File: src/rtl/set_count_reader.sv
// Reads coverage tables A and B in one 64-address pass, combines bits by set op, counts hits.
// Optional macro SET_CNT_CLEAR_EN adds clr_we/clr_addr so writers can zero tables during the pass.
module set_count_reader #(
  parameter int ADDR_W = 6,
  parameter int CNT_W  = 7
) (
  input  logic              clk,
  input  logic              rst,
  input  logic              start,
  input  logic [1:0]        mode,
  output logic              rd_en,
  output logic [ADDR_W-1:0] rd_addr,
  input  logic              a_data,
  input  logic              b_data,
  output logic              busy,
  output logic [CNT_W-1:0]  count,
  output logic              valid
`ifdef SET_CNT_CLEAR_EN
  ,
  output logic              clr_we,
  output logic [ADDR_W-1:0] clr_addr
`endif
);

  typedef enum logic [1:0] {
    IDLE  = 2'd0,
    READ  = 2'd1,
    DRAIN = 2'd2,
    DONE  = 2'd3
  } state_t;

  localparam logic [ADDR_W-1:0] LAST_ADDR = '1;

  state_t            state, state_nxt;
  logic [ADDR_W-1:0] addr_q;
  logic [1:0]        mode_q;
  logic              pipe_v;
  logic [CNT_W-1:0]  count_q;
  logic              accept;
  logic              hit;

  always_ff @(posedge clk or posedge rst) begin
    if (rst) state <= IDLE;
    else     state <= state_nxt;
  end

  always_comb begin
    state_nxt = state;
    accept    = 1'b0;
    case (state)
      IDLE: begin
        if (start) begin
          accept    = 1'b1;
          state_nxt = READ;
        end
      end
      READ:    if (addr_q == LAST_ADDR) state_nxt = DRAIN;
      DRAIN:   state_nxt = DONE;
      DONE:    state_nxt = IDLE;
      default: state_nxt = IDLE;
    endcase
  end

  always_comb begin
    hit = 1'b0;
    case (mode_q)
      2'b00:   hit = a_data;
      2'b01:   hit = a_data & b_data;
      2'b10:   hit = a_data | b_data;
      default: hit = a_data ^ b_data;
    endcase
  end

  // Address counter parks on the last entry instead of wrapping.
  always_ff @(posedge clk or posedge rst) begin
    if (rst) begin
      addr_q <= '0;
      mode_q <= 2'b00;
    end else if (accept) begin
      addr_q <= '0;
      mode_q <= mode;
    end else if (state == READ && addr_q != LAST_ADDR) begin
      addr_q <= addr_q + 1'b1;
    end
  end

  // Tables have one cycle of read latency, so pipe_v marks cycles carrying returned data.
  always_ff @(posedge clk or posedge rst) begin
    if (rst) begin
      pipe_v  <= 1'b0;
      count_q <= '0;
    end else begin
      pipe_v <= rd_en;
      if (accept)      count_q <= '0;
      else if (pipe_v) count_q <= count_q + CNT_W'(hit);
    end
  end

  assign rd_en   = (state == READ);
  assign rd_addr = addr_q;
  assign busy    = (state != IDLE);
  assign valid   = (state == DONE);
  assign count   = count_q;

`ifdef SET_CNT_CLEAR_EN
  logic [ADDR_W-1:0] clr_addr_q;

  always_ff @(posedge clk or posedge rst) begin
    if (rst)        clr_addr_q <= '0;
    else if (rd_en) clr_addr_q <= rd_addr;
  end

  assign clr_we   = pipe_v;
  assign clr_addr = clr_addr_q;
`endif

endmodule

File: config.mk
export PLATFORM = sky130hd
export DESIGN_NAME = set_count_reader
export DESIGN_NICKNAME = d
export VERILOG_FILES = /design/src/rtl/set_count_reader.sv
export SDC_FILE = /design/constraint.sdc
export NUM_CORES = 1
export LEC_CHECK = 0
export CAP_MARGIN = 20
export CORE_ASPECT_RATIO = 1.25
export CORE_MARGIN = 2
export CORE_UTILIZATION = 40
export DETAILED_ROUTE_END_ITERATION = 7
export PLACE_DENSITY = 0.63
export SETUP_SLACK_MARGIN = 0.02
export SLEW_MARGIN = 20
export SYNTH_ARGS = -nofsm -noshare
export SYNTH_HDL_FRONTEND = slang
export SYNTH_SLANG_ARGS = --single-unit
File: constraint.sdc
create_clock -name clk -period 2.1 [get_ports clk]
set_clock_uncertainty 0.2 [all_clocks]
set_input_delay 0.63 -clock clk [delete_from_list [all_inputs] [get_ports clk]]
set_output_delay 0.63 -clock clk [all_outputs]
set_load 0.005 [all_outputs]
==> results of run 1 <==
synth_stat cells (2+ instances only):
cell      instances
ha_1             11
nor2_1           11
xor2_1            4
mux2i_1           4
nand2_1           3
dfrtp_1          18
inv_1             7
a21oi_1           4
o21ai_0           2
or3_1             2
mux2_2            3
a311oi_1          2
nand4_1           3
worst max-delay path, stage by stage:
cell	delay, ps
buf_8	100
inv_4	50
ha_4	180
mux4_2	510
ha_4	190
ha_4	150
nand4_1	100
xor2_1	150
nor2_1	60
timing repair:
item	4_1_cts	5_1_grt
gates resized for setup	31	6
hold buffers	0	0
endpoints found under the setup margin	17	13
buffers inserted	10	4
pin swaps	6	6
per-stage QoR:
stage	instance area, sq um	total power, W	std cells	setup slack (ps)
detailed placement	1350	0.00133	148	-959
CTS	1500	0.00166	162	-18.6
global placement	1350	0.00130	148	-929
finish	1530	0.00170	166	-23.1
global route	1530	0.00183	166	-66.0
floorplan	1030	0.000990	87	-218
power by group:
part | internal, W | total [W] | switching, W
Clock | 0.000106 | 0.000216 | 0.000110
Combinational | 0.000555 | 0.000950 | 0.000395
Sequential | 0.000452 | 0.000529 | 0.0000775
Total | 0.00111 | 0.00170 | 0.000583
how the worst max path moves through the flow:
stage | startpoint | to | slack [ps] | cells after the start
floorplan | b_data | count[4] | -220 | 8
global route | a_data | count[4] | -70 | 9
CTS | a_data | count[4] | -20 | 9
global placement | b_data | count[4] | -930 | 9
finish | a_data | count[4] | -20 | 9
detailed placement | b_data | count[4] | -960 | 9
cell type report:
type                    instances  area (sq um)
fillers                       204           851
multi-input cells              60           559
flip-flops and latches         18           452
repair buffers                 44           392
inverters                       7          46.3
well taps                      33          41.3
clock buffers                   4          36.3
per-layer routing:
layer | up-vias | track usage, %
li1 | 392 | -
met1 | 406 | 17.4
met2 | 17 | 33.5
met3 | 6 | 1.52
met4 | 0 | 11.0
met5 | - | 0
registers in the layout, indices dropped and copies added (netlist names):
signal	cells
pipe_v	1
state	2
mode_q	2
rd_addr	6
count	7
cell families after synthesis:
family | Yosys count | share of synthesized area (%)
flops | 18 | 45.9
xor+xnor | 5 | 4.46
buf+inv | 9 | 3.57
simple gates | 24 | 11.7
mux | 9 | 11.3
fa+ha+maj | 11 | 14.0
compound gates | 11 | 9.05
==> impl_metrics.env, run 1 <==
export IMPL_drc=0
export IMPL_hold_end="mode_q[0]"
export IMPL_synth_cell_types=26
export IMPL_utilization_pct=64.2
export IMPL_num_vias=821
export IMPL_relSlewSlack_pct=84.0
export IMPL_nets=152
export IMPL_yosysWarnings=0
export IMPL_synth_edff_count=0
export IMPL_hpwl_mm=1.49
export IMPL_synth_nets=105
export IMPL_drive_gt1_share_pct=36.8
export IMPL_synth_area_per_cell_sq_um=11.3
export IMPL_layout_commonest_cell="buf_4"
export IMPL_netlist_instances=87
export IMPL_r2r_end="state[1]"
export IMPL_wl_met2_mm=1.22
export IMPL_worstSkewPairLatency_ps=300
export IMPL_reg2reg_slack_ps=190
export IMPL_finalMaxSlewViolations=0
export IMPL_track_usage_pct=17.0
export IMPL_holdCritStartpoint="mode_q[0]"
export IMPL_power_leakage_nw=0.711
export IMPL_grt_max_degree=19
export IMPL_ys_seq_elements=18
export IMPL_portBuffers=22
export IMPL_r2r_cells=6
export IMPL_synth_ff_type="dfrtp_1"
export IMPL_area_growth_pct=55.4
export IMPL_synth_area_leaders="dfrtp_1, ha_1, nor2_1, mux2i_1, xor2_1"
export IMPL_grt_setup_unrepaired="true"
export IMPL_routabilityCongestion=0.734
export IMPL_cts_buffers=3
export IMPL_overflow=0
export IMPL_tightest_slew_ps=240
export IMPL_hp_class="reg2reg"
export IMPL_min_period_ps=2120
export IMPL_n_antenna_cell=0
export IMPL_synth_largest_area_cell="dfrtp_1"
export IMPL_design_core_area_sq_mm=0.00238
export IMPL_period_share_pct=101
export IMPL_path_max_fanout=3
export IMPL_die_width_um=48.3
export IMPL_synth_async_reset_ratio_pct=100
export IMPL_via_per_inst=4.95
export IMPL_dieArea_sq_mm=0.00287
export IMPL_grt_pass1_vias=895
export IMPL_r2r_start="rd_addr[0]"
export IMPL_die_y_um=59.4
export IMPL_ios=23
export IMPL_cts_buffer_depth=2
export IMPL_wl_met1_um=826
export IMPL_antenna_left=0
export IMPL_violations="setup timing"
export IMPL_whs_ps=343
export IMPL_mostFrequentLayoutCells="buf_4, dfrtp_1, clkdlybuf4s50_1"
export IMPL_setup_tns_ps=-24.8
export IMPL_grt_pass1_wl_mm=3.71
export IMPL_wl_met3_um=54
export IMPL_run_status="finished with violations"
export IMPL_critPathKind="in2reg"
export IMPL_cts_tree="done"
export IMPL_worst_slack_ps=-23.1
export IMPL_cap_violations=0
export IMPL_antenna_found_initial=0
export IMPL_setup_viol=2
export IMPL_synth_top_area_share_pct=45.9
export IMPL_start_kind="primary input"
export IMPL_hold_violations=0
export IMPL_first_pass_iters=4
export IMPL_highest_layer="met4"
export IMPL_rows=20
export IMPL_start_util_pct=41.3
export IMPL_required_ps=2100
export IMPL_ir_drop_mv=0.806
export IMPL_critPathArrivalTime_ps=2120
export IMPL_cp_end_kind="flip-flop"
export IMPL_clk_pin_slew_ps=110
export IMPL_holdPathStages=1
export IMPL_seq_area_frac_synth_pct=45.9
export IMPL_drt_wl_total_mm=2.17
export IMPL_power_density_mw_per_mm2=1110
export IMPL_cts_htree_levels=1
export IMPL_fmax_mhz=471
export IMPL_root_buffer="clkbuf_4"
export IMPL_drtIter0Drc=27
export IMPL_clock_sinks=18
export IMPL_wl_per_cell_um=13.0
export IMPL_syn_area_sq_um=982
Note: power is estimated with default switching activity, not from simulation.
==> run 2, diff against run 1 <==
- CAP_MARGIN: 20 -> 5
==> results of run 2 <==
The final DEF is identical to that of run 1; final timing and power are the same.
